File: config.mk
export PLATFORM = sky130hd
export DESIGN_NAME = mips_multicycle_control_flat
export DESIGN_NICKNAME = d
export VERILOG_FILES = /design/src/rtl/mips_ctrl_pkg.sv /design/src/rtl/mips_multicycle_control_if.sv /design/src/rtl/mips_ctrl_outdec.sv /design/src/rtl/mips_multicycle_control.sv /design/src/flat_wrapper.sv
export SDC_FILE = /design/constraint.sdc
export NUM_CORES = 1
export LEC_CHECK = 0
export CAP_MARGIN = 40
export CORE_UTILIZATION = 38
export CTS_BUF_LIST = sky130_fd_sc_hd__clkbuf_16
export DETAILED_ROUTE_END_ITERATION = 12
export PLACE_DENSITY = 0.8
export SLEW_MARGIN = 20
export SYNTH_ARGS = -nofsm -noshare
export SYNTH_HDL_FRONTEND = slang
export SYNTH_HIERARCHICAL = 1
export SYNTH_SLANG_ARGS = --single-unit
File: constraint.sdc
create_clock -name clk -period 1.72 [get_ports clk]
set_input_delay 0.344 -clock clk [delete_from_list [all_inputs] [get_ports clk]]
set_output_delay 0.344 -clock clk [all_outputs]
set_load 0.005 [all_outputs]
File: src/rtl/mips_ctrl_pkg.sv
// Shared encodings for the multicycle MIPS control path: FSM states, opcodes
// and the datapath mux select codes.
package mips_ctrl_pkg;

    typedef enum logic [3:0] {
        ST_IDLE    = 4'd0,
        ST_FETCH   = 4'd1,
        ST_DECODE  = 4'd2,
        ST_MEMADR  = 4'd3,
        ST_MEMRD   = 4'd4,
        ST_MEMWB   = 4'd5,
        ST_MEMWR   = 4'd6,
        ST_EXEC_R  = 4'd7,
        ST_ALU_WB  = 4'd8,
        ST_JR      = 4'd9,
        ST_BRANCH  = 4'd10,
        ST_IMM_EX  = 4'd11,
        ST_IMM_WB  = 4'd12,
        ST_JUMP    = 4'd13,
        ST_ILLEGAL = 4'd14
    } state_t;

    localparam logic [5:0] OP_R    = 6'b000000;
    localparam logic [5:0] OP_LW   = 6'b100011;
    localparam logic [5:0] OP_SW   = 6'b101011;
    localparam logic [5:0] OP_BEQ  = 6'b000100;
    localparam logic [5:0] OP_ADDI = 6'b001000;
    localparam logic [5:0] OP_ORI  = 6'b001101;
    localparam logic [5:0] OP_J    = 6'b000010;

    localparam logic [1:0] ALUOP_ADD  = 2'b00;
    localparam logic [1:0] ALUOP_SUB  = 2'b01;
    localparam logic [1:0] ALUOP_FUNC = 2'b10;
    localparam logic [1:0] ALUOP_OR   = 2'b11;

    localparam logic [1:0] SRCB_RT     = 2'b00;
    localparam logic [1:0] SRCB_FOUR   = 2'b01;
    localparam logic [1:0] SRCB_IMM    = 2'b10;
    localparam logic [1:0] SRCB_IMM_SH = 2'b11;

    localparam logic [1:0] PCSRC_ALU    = 2'b00;
    localparam logic [1:0] PCSRC_ALUOUT = 2'b01;
    localparam logic [1:0] PCSRC_JUMP   = 2'b10;
    localparam logic [1:0] PCSRC_RS     = 2'b11;

endpackage

File: src/rtl/mips_multicycle_control_if.sv
// Shared memory port between the control FSM (master) and the memory (slave).
interface mips_multicycle_control_if;
    logic mem_req;
    logic mem_we;
    logic iord;
    logic mem_ready;

    modport master (output mem_req, output mem_we, output iord, input mem_ready);
    modport slave  (input mem_req, input mem_we, input iord, output mem_ready);
endinterface

File: src/rtl/mips_ctrl_outdec.sv
// Combinational strobe decoder: state plus the few same-cycle inputs that
// feed Mealy outputs (FETCH handshake, BRANCH zero flag).
module mips_ctrl_outdec
    import mips_ctrl_pkg::*;
(
    input  state_t     state,
    input  logic [5:0] opcode,
    input  logic       mem_ready,
    input  logic       zero,
    output logic       mem_req,
    output logic       mem_we,
    output logic       iord,
    output logic       ir_write,
    output logic       reg_dst,
    output logic       mem_to_reg,
    output logic       reg_write,
    output logic       alu_src_a,
    output logic [1:0] alu_src_b,
    output logic [1:0] aluop,
    output logic [1:0] pc_src,
    output logic       pc_en,
    output logic       illegal_op
);
    always_comb begin
        mem_req    = 1'b0;
        mem_we     = 1'b0;
        iord       = 1'b0;
        ir_write   = 1'b0;
        reg_dst    = 1'b0;
        mem_to_reg = 1'b0;
        reg_write  = 1'b0;
        alu_src_a  = 1'b0;
        alu_src_b  = SRCB_RT;
        aluop      = ALUOP_ADD;
        pc_src     = PCSRC_ALU;
        pc_en      = 1'b0;
        illegal_op = 1'b0;
        case (state)
            ST_FETCH: begin
                mem_req   = 1'b1;
                alu_src_b = SRCB_FOUR;
                ir_write  = mem_ready;
                pc_en     = mem_ready;
            end
            ST_DECODE:  alu_src_b = SRCB_IMM_SH;
            ST_MEMADR: begin
                alu_src_a = 1'b1;
                alu_src_b = SRCB_IMM;
            end
            ST_MEMRD: begin
                mem_req = 1'b1;
                iord    = 1'b1;
            end
            ST_MEMWB: begin
                reg_write  = 1'b1;
                mem_to_reg = 1'b1;
            end
            ST_MEMWR: begin
                mem_req = 1'b1;
                mem_we  = 1'b1;
                iord    = 1'b1;
            end
            ST_EXEC_R: begin
                alu_src_a = 1'b1;
                aluop     = ALUOP_FUNC;
            end
            ST_ALU_WB: begin
                reg_write = 1'b1;
                reg_dst   = 1'b1;
            end
            ST_JR: begin
                pc_src = PCSRC_RS;
                pc_en  = 1'b1;
            end
            ST_BRANCH: begin
                alu_src_a = 1'b1;
                aluop     = ALUOP_SUB;
                pc_src    = PCSRC_ALUOUT;
                pc_en     = zero;
            end
            ST_IMM_EX: begin
                alu_src_a = 1'b1;
                alu_src_b = SRCB_IMM;
                aluop     = (opcode == OP_ORI) ? ALUOP_OR : ALUOP_ADD;
            end
            ST_IMM_WB:  reg_write = 1'b1;
            ST_JUMP: begin
                pc_src = PCSRC_JUMP;
                pc_en  = 1'b1;
            end
            ST_ILLEGAL: illegal_op = 1'b1;
            default: ;
        endcase
    end
endmodule

File: src/rtl/mips_multicycle_control.sv
// Main control FSM for the multicycle MIPS32 datapath: state register and
// next-state logic; strobes come from mips_ctrl_outdec.
module mips_multicycle_control
    import mips_ctrl_pkg::*;
(
    input  logic                              clk,
    input  logic                              rst_n,
    input  logic [5:0]                        opcode,
    input  logic                              jr,
    input  logic                              zero,
    mips_multicycle_control_if.master         mem,
    output logic                              ir_write,
    output logic                              reg_dst,
    output logic                              mem_to_reg,
    output logic                              reg_write,
    output logic                              alu_src_a,
    output logic [1:0]                        alu_src_b,
    output logic [1:0]                        aluop,
    output logic [1:0]                        pc_src,
    output logic                              pc_en,
    output logic                              illegal_op,
    output logic [3:0]                        state
);
    state_t state_q, state_d;

    always_ff @(posedge clk or negedge rst_n) begin
        if (!rst_n) state_q <= ST_IDLE;
        else        state_q <= state_d;
    end

    always_comb begin
        state_d = state_q;
        case (state_q)
            ST_IDLE:   state_d = ST_FETCH;
            ST_FETCH:  if (mem.mem_ready) state_d = ST_DECODE;
            ST_DECODE: begin
                case (opcode)
                    OP_R:           state_d = ST_EXEC_R;
                    OP_LW, OP_SW:   state_d = ST_MEMADR;
                    OP_BEQ:         state_d = ST_BRANCH;
                    OP_ADDI, OP_ORI: state_d = ST_IMM_EX;
                    OP_J:           state_d = ST_JUMP;
                    default:        state_d = ST_ILLEGAL;
                endcase
            end
            ST_MEMADR: state_d = (opcode == OP_LW) ? ST_MEMRD : ST_MEMWR;
            ST_MEMRD:  if (mem.mem_ready) state_d = ST_MEMWB;
            ST_MEMWR:  if (mem.mem_ready) state_d = ST_FETCH;
            ST_EXEC_R: state_d = jr ? ST_JR : ST_ALU_WB;
            ST_IMM_EX: state_d = ST_IMM_WB;
            ST_MEMWB, ST_ALU_WB, ST_JR, ST_BRANCH,
            ST_IMM_WB, ST_JUMP, ST_ILLEGAL: state_d = ST_FETCH;
            default:   state_d = ST_IDLE;
        endcase
    end

    assign state = state_q;

    mips_ctrl_outdec u_outdec (
        .state      (state_q),
        .opcode     (opcode),
        .mem_ready  (mem.mem_ready),
        .zero       (zero),
        .mem_req    (mem.mem_req),
        .mem_we     (mem.mem_we),
        .iord       (mem.iord),
        .ir_write   (ir_write),
        .reg_dst    (reg_dst),
        .mem_to_reg (mem_to_reg),
        .reg_write  (reg_write),
        .alu_src_a  (alu_src_a),
        .alu_src_b  (alu_src_b),
        .aluop      (aluop),
        .pc_src     (pc_src),
        .pc_en      (pc_en),
        .illegal_op (illegal_op)
    );
endmodule

File: src/flat_wrapper.sv
// flat-port wrapper written by rule: the top's interface ports become plain ports
module mips_multicycle_control_flat import mips_ctrl_pkg::*;
  (clk, rst_n, opcode, jr, zero, ir_write, reg_dst, mem_to_reg, reg_write, alu_src_a, alu_src_b, aluop, pc_src, pc_en, illegal_op, state, mem_mem_req, mem_mem_we, mem_iord, mem_mem_ready);
  mips_multicycle_control_if mem_i ();
  input  logic clk;
  input  logic rst_n;
  input  logic [5:0] opcode;
  input  logic jr;
  input  logic zero;
  output logic ir_write;
  output logic reg_dst;
  output logic mem_to_reg;
  output logic reg_write;
  output logic alu_src_a;
  output logic [1:0] alu_src_b;
  output logic [1:0] aluop;
  output logic [1:0] pc_src;
  output logic pc_en;
  output logic illegal_op;
  output logic [3:0] state;
  output wire logic [$bits(mem_i.mem_req)-1:0] mem_mem_req;
  output wire logic [$bits(mem_i.mem_we)-1:0] mem_mem_we;
  output wire logic [$bits(mem_i.iord)-1:0] mem_iord;
  input wire logic [$bits(mem_i.mem_ready)-1:0] mem_mem_ready;
  assign mem_mem_req = mem_i.mem_req;
  assign mem_mem_we = mem_i.mem_we;
  assign mem_iord = mem_i.iord;
  assign mem_i.mem_ready = mem_mem_ready;
  mips_multicycle_control u_core (.clk(clk), .rst_n(rst_n), .opcode(opcode), .jr(jr), .zero(zero), .mem(mem_i), .ir_write(ir_write), .reg_dst(reg_dst), .mem_to_reg(mem_to_reg), .reg_write(reg_write), .alu_src_a(alu_src_a), .alu_src_b(alu_src_b), .aluop(aluop), .pc_src(pc_src), .pc_en(pc_en), .illegal_op(illegal_op), .state(state));
endmodule
# --- After elaboration in Yosys (flattened, before gate mapping) ---
# Index checks and enable logic that the tools add are counted.
word_totals:
  regBits: 4
  output_inout_bits: 20
  word_cells: 57
classes:
  n_eq_ne: 23
  muxes: 21
  reduce_logical: 12
op_table:
  columns: ["operator", "count"]
  rows:
  - ["$pmux W4 S8", 1]
  - ["$eq A4 B4 Y1 const B", 7]
  - ["$pmux W4 S5", 1]
  - ["$pmux W2 S3", 3]
  - ["$eq A4 B3 Y1 const B", 4]
  - ["$eq A6 B4 Y1 const B", 2]
  - ["$eq A6 B6 Y1 const B", 2]
  - ["$mux W4", 3]
  - ["$mux W1", 10]
  - ["$reduce_or A2 Y1", 5]
  - ["$eq A4 B2 Y1 const B", 2]
  - ["$reduce_or A8 Y1", 1]
  - ["$eq A6 B2 Y1 const B", 1]
  - ["$eq A6 B3 Y1 const B", 1]
  - ["$logic_not A6 Y1", 1]
  - ["$ne A2 B2 Y1 const B", 3]
  - ["$reduce_or A3 Y1", 2]
  - ["$eq A4 B1 Y1 const B", 1]
  - ["$logic_not A4 Y1", 1]
  - ["$mux W2", 2]
  - ["$reduce_or A4 Y1", 1]
  - ["$pmux W1 S3", 1]
  - ["$reduce_and A3 Y1", 1]

# --- Logic depth before layout (Yosys ltp) ---
# Gate-level depths: netlist of the first run.
depth:
  depth_word: 4
  ltp_mapped: 5

# --- Modules after synthesis ---
# The synthesis of the first run kept the hierarchy.
by_module_without_submodules:
  columns: ["module", "n_inst", "cells_each", "area_per_inst_um2", "seq_area_each_um2"]
  rows:
  - ["mips_multicycle_control", 1, 43, 357.8, 100.1]
  - ["mips_ctrl_outdec", 1, 36, 239.0, 0.0]

# --- Worst setup path after synthesis of the first run ---
# OpenSTA, ideal clock, no wires.
synth_path:
  path_type: "flip-flop to output port"
  startpoint: "register u_core.state_q[1] (netlist: u_core/state[1])"
  endpoint: "output port mem_mem_req"
  t_arrival_ns: 1.094
  required_time_ns: 1.376
  setup_slack_ns: 0.282
  stages_incl_launch_ff: 5
  path_cell_list: "dfrtp_1 -> buf_6 -> nand2b_4 -> mux2_4 -> nor2_2"
synth_via:
  elab_chain_len: 3
  elab_cells_between_ends: 5
  cone_classes: "eq/ne (3); mux (1); reduce/logical (1)"
synth_rtl:
  columns: ["element", "line", "source"]
  rows:
  - ["start, declared", "mips_multicycle_control.sv:24", "state_t state_q, state_d;"]
  - ["start signal, assigned", "mips_multicycle_control.sv:28", "else state_q <= state_d;"]
  - ["$eq A4 B1 Y1 or $eq A4 B3 Y1 (tied branches)", "mips_ctrl_outdec.sv:38", "case (state)"]
  - ["$reduce_or A3 Y1 (no line) *", null, null]
  - ["$mux W1 *", "mips_ctrl_outdec.sv:38", null]
  - ["end, declared", "flat_wrapper.sv:21", "output wire logic [$bits(mem_i.mem_req)-1:0] mem_mem_req;"]
# Mark *: on every way between the ends. The rest lies on a longest branch, timed or not.

# --- Final worst setup path of the first run ---
layout_path:
  startpoint: "register u_core.state_q[3] (netlist: u_core/state[3])"
  endpoint: "output port aluop[1]"
layout_via:
  elab_chain_len: 2
  elab_cells_between_ends: 4
  cone_classes: "eq/ne (3); mux (1)"
layout_rtl:
  columns: ["element", "line", "source"]
  rows:
  - ["$eq A4 B4 Y1 or $eq A4 B3 Y1 (tied branches)", "mips_ctrl_outdec.sv:38", null]
  - ["$pmux W2 S3 *", "mips_ctrl_outdec.sv:38", null]
  - ["end, declared", "flat_wrapper.sv:16", "output logic [1:0] aluop;"]
# Marked as above.

==> results of run 1 <==
[cell usage in the layout (no fill, tap or decap), drive strengths merged]
cell	instances
buf	39
nor2	10
clkbuf	10
dlygate4sd2	7
nand2	7
a21oi	6
clkdlybuf4s50	5
inv	5
dfrtp	4
dlymetal6s2s	3
nand3	3
nand2b	3
nor3	3
clkdlybuf4s15	2
a31oi	2
o21ai	2
or3	2
o32ai	2
o211a	2
and2b	2
a211oi	2
o22ai	2
nor4b	2
mux2	2
xnor2	1
nor4	1
o311ai	1
and3	1
a2111o	1
and4b	1
a311oi	1
a32o	1
nand3b	1
xor2	1
a2111oi	1
a211o	1
nand4	1
[layout make-up]
type,count,area (um2)
Sequential cell,4,103
Inverter,5,18.8
Multi-Input combinational cell,65,490
Fill cell,79,169
Tap cell,15,18.8
Timing Repair Buffer,63,508
Clock buffer,3,75.1
[through the flow]
step / hold WS [ns] / std cells
after floorplan: 0.0484 / 79
after global placement: 0.557 / 143
after detailed placement: 0.566 / 143
after CTS: 0.331 / 155
after global routing: 0.339 / 155
final: 0.320 / 155
[final timing paths]
path | from | endpoint | depth (start not counted)
setup / recovery | u_core/state[3] | aluop[1] | 6
hold / removal | rst_n | u_core/state[1] | 1
setup reg to reg | u_core/state[2] | u_core/state[0] | 6
hold reg to reg | u_core/state[1] | u_core/state[3] | 4
max in group asynchronous | rst_n | u_core/state[2] | 1
min in group clk | opcode[2] | u_core/state[3] | 4
[Yosys cell counts (2+ instances only)]
cell	count
a21oi_1	6
o22ai_1	2
o21ai_0	2
a211oi_1	2
dfrtp_1	4
a31oi_1	2
nor3_1	3
or3_1	2
buf_4	2
nand2_1	7
inv_1	4
o211a_1	2
nand3_1	3
nor2_1	9
o32ai_1	2
[power by group through the flow]
| stage | registers [mW] | logic [mW] | clock network [mW] |
|---|---|---|---|
| 2_1_floorplan | 0.240 | 0.577 | 0 |
| 3_3_place_gp | 0.213 | 1.30 | 0 |
| 3_5_place_dp | 0.216 | 1.33 | 0 |
| 4_1_cts | 0.208 | 1.44 | 0.370 |
| 5_1_grt | 0.224 | 1.69 | 0.381 |
| 6_report | 0.216 | 1.62 | 0.373 |
[metal layers]
metal	part of all wire	vias up
met2	0.50	63
met1	0.37	451
met5	0	-
met3	0.068	22
met4	0.066	0
li1	-	425
[kinds of logic after synthesis]
| group | synth area share |
|---|---|
| multiplexers | 0.0440 |
| flip-flops | 0.168 |
| AO/OA/AOI/OAI | 0.291 |
| buffers and inverters | 0.105 |
| AND/OR/NAND/NOR | 0.363 |
| XOR/XNOR | 0.0294 |
[worst reg2reg max path, delay by kind of cell, from the launching register on]
family	cells	cell delay [ns]
compound gates	2	0.45
buf+inv	3	0.36
flops	1	0.40
simple gates	1	0.42
[what timing repair did]
action	in CTS	in global routing
buffers inserted	9	0
hold buffers	0	0
pin swaps	5	2
resized for setup	54	26
endpoints found under the setup margin	17	13
endpoints found under the hold margin	0	0
gates cloned	0	0
==> impl_metrics.env, run 1 <==
export IMPL_min_period_ns=1.82
export IMPL_switching_share=0.414
export IMPL_intPower_mw=1.29
export IMPL_cap_violations=0
export IMPL_rows=13
export IMPL_cts_buffer_depth=2
export IMPL_setup_ws_ns=-0.0993
export IMPL_gr_total_overflow=0
export IMPL_route_antenna_remaining_nets=0
export IMPL_syn_nets=90
export IMPL_synth_area_per_cell_um2=7.55
export IMPL_reg2reg_slack_ns=-0.04
export IMPL_critPathLaunchType="register"
export IMPL_ys_ff_latch=4
export IMPL_tns_ns=-0.175
export IMPL_setup_viol=4
export IMPL_largest_reg_flops=4
export IMPL_synthCells=79
export IMPL_critPathSlowestCell="dfrtp_1"
export IMPL_die_x_um=41.6
export IMPL_route_detailed_drc=0
export IMPL_wirelength_mm=2.97
export IMPL_fmax_mhz=550
export IMPL_drt_iter0_markers=57
export IMPL_ir_worst_vdd_v=0.000810
export IMPL_htree_levels=1
export IMPL_syn2layout_area_growth_pct=103
export IMPL_finClkSkew_ns=0.00438
export IMPL_final_util=0.878
export IMPL_period_share=1.06
export IMPL_rsz0062_at_grt="true"
export IMPL_place_ws_ns=-0.545
export IMPL_synth_seq_area_share=0.168
export IMPL_num_io_pins=31
export IMPL_cts_buffers=3
export IMPL_worstPathArrival_ns=1.48
export IMPL_dpl_cell_area_mm2=0.00105
export IMPL_synth_edf_count=0
export IMPL_hold_viol_final=0
export IMPL_status="complete, but fails checks"
export IMPL_violations="setup timing"
export IMPL_synth_top_area_share=0.168
export IMPL_async_reset_ff_frac=1.00
export IMPL_p_comb_frac=0.733
export IMPL_crit_type="reg -> out"
export IMPL_wl_per_cell_um=19.2
export IMPL_slew_headroom=0.706
export IMPL_drive_gt1_frac=0.493
export IMPL_firstDrtPassIters=4
export IMPL_yosys_area_top_type="dfrtp_1"
export IMPL_grt_pass1_wl_mm=4.24
export IMPL_p_sw_uw=913
export IMPL_grtUsageMet1=0.366
export IMPL_track_usage=0.319
export IMPL_netlist_cell_type_count=42
export IMPL_diodes=0
export IMPL_grtUsageMet2=0.556
export IMPL_yosys_top_cells_area="dfrtp_1 (17%), nor2_1 (5.7%), a21oi_1 (5.0%)"
export IMPL_cts_sinks=4
export IMPL_yosys_warnings=6
export IMPL_cp_top_family="flip-flops"
export IMPL_pwr_density_cell_mw_per_mm2=1820
export IMPL_syn_area_um2=597
export IMPL_finalWeightedCongestion=0.824
export IMPL_core_area_mm2=0.00138
export IMPL_slowest_delay_ns=0.42
export IMPL_clock_latency_ns=0.23
export IMPL_fin_area_mm2=0.00121
export IMPL_grt_use_met3=0.0348
export IMPL_die_h_um=41.6
export IMPL_cts_root_buf="clkbuf_16"
export IMPL_hp_class="in -> async"
export IMPL_crit_chain="buf_6 -> and2b_1 -> buf_4 -> nand4_1 -> a21oi_1 -> buf_2"
export IMPL_p_seq_frac=0.098
export IMPL_dp_hpwl_mm=1.54
export IMPL_grt_max_degree=11
export IMPL_clk_pin_slew_worst_paths_ns=0.03
export IMPL_cts_tree="built"
export IMPL_critical_path_buf_inv_count=3
export IMPL_first_global_vias=905
export IMPL_power_leakage_nw=0.615
export IMPL_vias=961
export IMPL_worstMarginPinSlew_ns=0.430
export IMPL_worst_path_max_fanout=4
export IMPL_final_nets=153
export IMPL_clkPwrFrac=0.169
export IMPL_busiest_layer="met2"
export IMPL_ys_flop_type="dfrtp_1"
export IMPL_power_mw=2.21
export IMPL_via_per_inst=6.20
export IMPL_slew_violations=0
export IMPL_antenna_found_initial=0
export IMPL_crit_required_ns=1.38
export IMPL_end_kind="primary output"
export IMPL_dieArea_mm2=0.00173
export IMPL_numPortBuffers=30
export IMPL_initial_core_util=0.432
Power figures use the tool's default switching activity.
==> inputs of run 2 (changes only) <==
--- a/config.mk
+++ b/config.mk
@@ -10,6 +10,7 @@
 export CTS_BUF_LIST = sky130_fd_sc_hd__clkbuf_16
 export DETAILED_ROUTE_END_ITERATION = 12
 export PLACE_DENSITY = 0.8
+export SKIP_CTS_REPAIR_TIMING = 1
 export SLEW_MARGIN = 20
 export SYNTH_ARGS = -nofsm -noshare
 export SYNTH_HDL_FRONTEND = slang
==> run 2 against run 1 <==
Compared with the run above: the flow still finishes with violations (setup timing); die area did not move; sequential power is 2% higher; first-iteration DRC count shrank 33%; cell count decreased by 2.6%; clock skew shrank 0.0026 ns; routed wire length fell by 13%; hold slack improved by 0.0060 ns; non-clock buffer count down 4; critical endpoint is now reg_write.
==> impl_metrics.env, run 2 (synthesized netlist as in run 1, its figures left out) <==
export IMPL_pwr_density_cell_mw_per_mm2=1680
export IMPL_reg2reg_from="u_core/state[2]"
export IMPL_worst_path_max_fanout=4
export IMPL_route_antenna_remaining_nets=0
export IMPL_cts_sinks=4
export IMPL_violations="setup timing"
export IMPL_cts_tree="built"
export IMPL_endpoint="reg_write"
export IMPL_fmax_mhz=577
export IMPL_clock_latency_ns=0.22
export IMPL_min_period_ns=1.73
export IMPL_hp_class="in -> async"
export IMPL_layout_common_cells="buf_4 (28), dlymetal6s2s_1 (19), clkdlybuf4s50_1 (9)"
export IMPL_worstPathArrival_ns=1.39
export IMPL_initial_core_util=0.432
export IMPL_cts_root_buf="clkbuf_16"
export IMPL_cap_violations=0
export IMPL_rows=13
export IMPL_critPathLaunchType="register"
export IMPL_finClkSkew_ns=0.00180
export IMPL_cts_buffer_depth=2
export IMPL_drive_gt1_frac=0.412
export IMPL_vias=874
export IMPL_via_per_inst=5.79
export IMPL_clk_pin_slew_worst_paths_ns=0.03
export IMPL_setup_ws_ns=-0.0120
export IMPL_slew_headroom=0.749
export IMPL_gr_total_overflow=0
export IMPL_final_util=0.911
export IMPL_diodes=0
export IMPL_largest_reg_flops=4
export IMPL_dp_hpwl_mm=1.54
export IMPL_firstDrtPassIters=4
export IMPL_place_ws_ns=-0.545
export IMPL_numPortBuffers=30
export IMPL_status="complete, but fails checks"
export IMPL_final_nets=149
export IMPL_grt_max_degree=11
export IMPL_critPathSlowestCell="dfrtp_2"
export IMPL_htree_levels=1
export IMPL_cp_top_family="flip-flops"
export IMPL_antenna_found_initial=0
export IMPL_wl_per_cell_um=17.1
export IMPL_cts_buffers=3
export IMPL_rsz0062_at_grt="true"
export IMPL_worstMarginPinSlew_ns=0.366
export IMPL_cpMostUsedCell="buf_4"
export IMPL_final_common_cell="buf_4"
export IMPL_hold_viol_final=0
export IMPL_num_io_pins=31
export IMPL_slowest_delay_ns=0.40
export IMPL_die_h_um=41.6
export IMPL_r2r_end="u_core/state[0]"
export IMPL_reg2reg_slack_ns=0.19
export IMPL_crit_type="reg -> out"
export IMPL_critical_path_depth=6
export IMPL_drt_iter0_markers=38
export IMPL_grt_pass1_wl_mm=3.46
export IMPL_power_leakage_nw=0.788
export IMPL_ir_worst_vdd_v=0.000860
export IMPL_syn2layout_area_growth_pct=111
export IMPL_dieArea_mm2=0.00173
export IMPL_end_kind="primary output"
export IMPL_r2r_cells=5
export IMPL_route_detailed_drc=0
export IMPL_track_usage=0.254
export IMPL_slew_violations=0
export IMPL_critical_path_buf_inv_count=3
export IMPL_crit_required_ns=1.38
export IMPL_crit_start="u_core/state[2]"
export IMPL_die_x_um=41.6
export IMPL_crit_chain="buf_4 -> buf_4 -> nand2b_2 -> mux2_2 -> nor2_2 -> buf_2"
export IMPL_period_share=1.01
export IMPL_finalWeightedCongestion=0.824
export IMPL_core_area_mm2=0.00138
export IMPL_setup_viol=1
export IMPL_first_global_vias=775
export IMPL_wirelength_mm=2.58
-- run 2: area by class of cell --
class | instances | area [um2]
Clock buffer | 3 | 75.1
Multi-Input combinational cell | 65 | 484
Sequential cell | 4 | 104
Inverter | 5 | 18.8
Timing Repair Buffer | 59 | 559
Tap cell | 15 | 18.8
Fill cell | 56 | 123
-- run 2: worst min-delay path by stage --
| stage | end | cells after the start | from | slack, ns |
|---|---|---|---|---|
| after floorplan | u_core/state[0] | 0 | rst_n | 0.05 |
| after global placement | u_core/state[0] | 1 | rst_n | 0.56 |
| after detailed placement | u_core/state[3] | 1 | rst_n | 0.57 |
| after CTS | u_core/state[1] | 1 | rst_n | 0.33 |
| after global routing | u_core/state[1] | 1 | rst_n | 0.34 |
| final | u_core/state[1] | 1 | rst_n | 0.33 |
-- run 2: per-layer routing --
metal  vias to the layer above  routed length, um  track usage
li1                        414                  -            -
met1                       409               1050        0.308
met2                        49               1410        0.441
met3                         2                102       0.0261
met4                         0                 12        0.123
met5                         -                  0            0
-- run 2: per-stage QoR --
step           hold slack (ns)  cell area, um2  instances  setup TNS, ns  power [mW]
2_1_floorplan           0.0484             597         79              0       0.817
3_3_place_gp             0.557            1050        143          -2.18        1.51
3_5_place_dp             0.566            1050        143          -2.56        1.54
4_1_cts                  0.331            1130        146          -4.96        1.92
5_1_grt                  0.337            1260        151        -0.0584        2.22
6_report                 0.326            1260        151        -0.0120        2.11
-- run 2: report_power, final --
group	internal (mW)	leakage [nW]	total, mW	switching [mW]
registers	0.149	0.0461	0.221	0.0714
clock network	0.297	0.0370	0.364	0.0672
logic	0.848	0.705	1.53	0.679
total	1.29	0.788	2.11	0.818
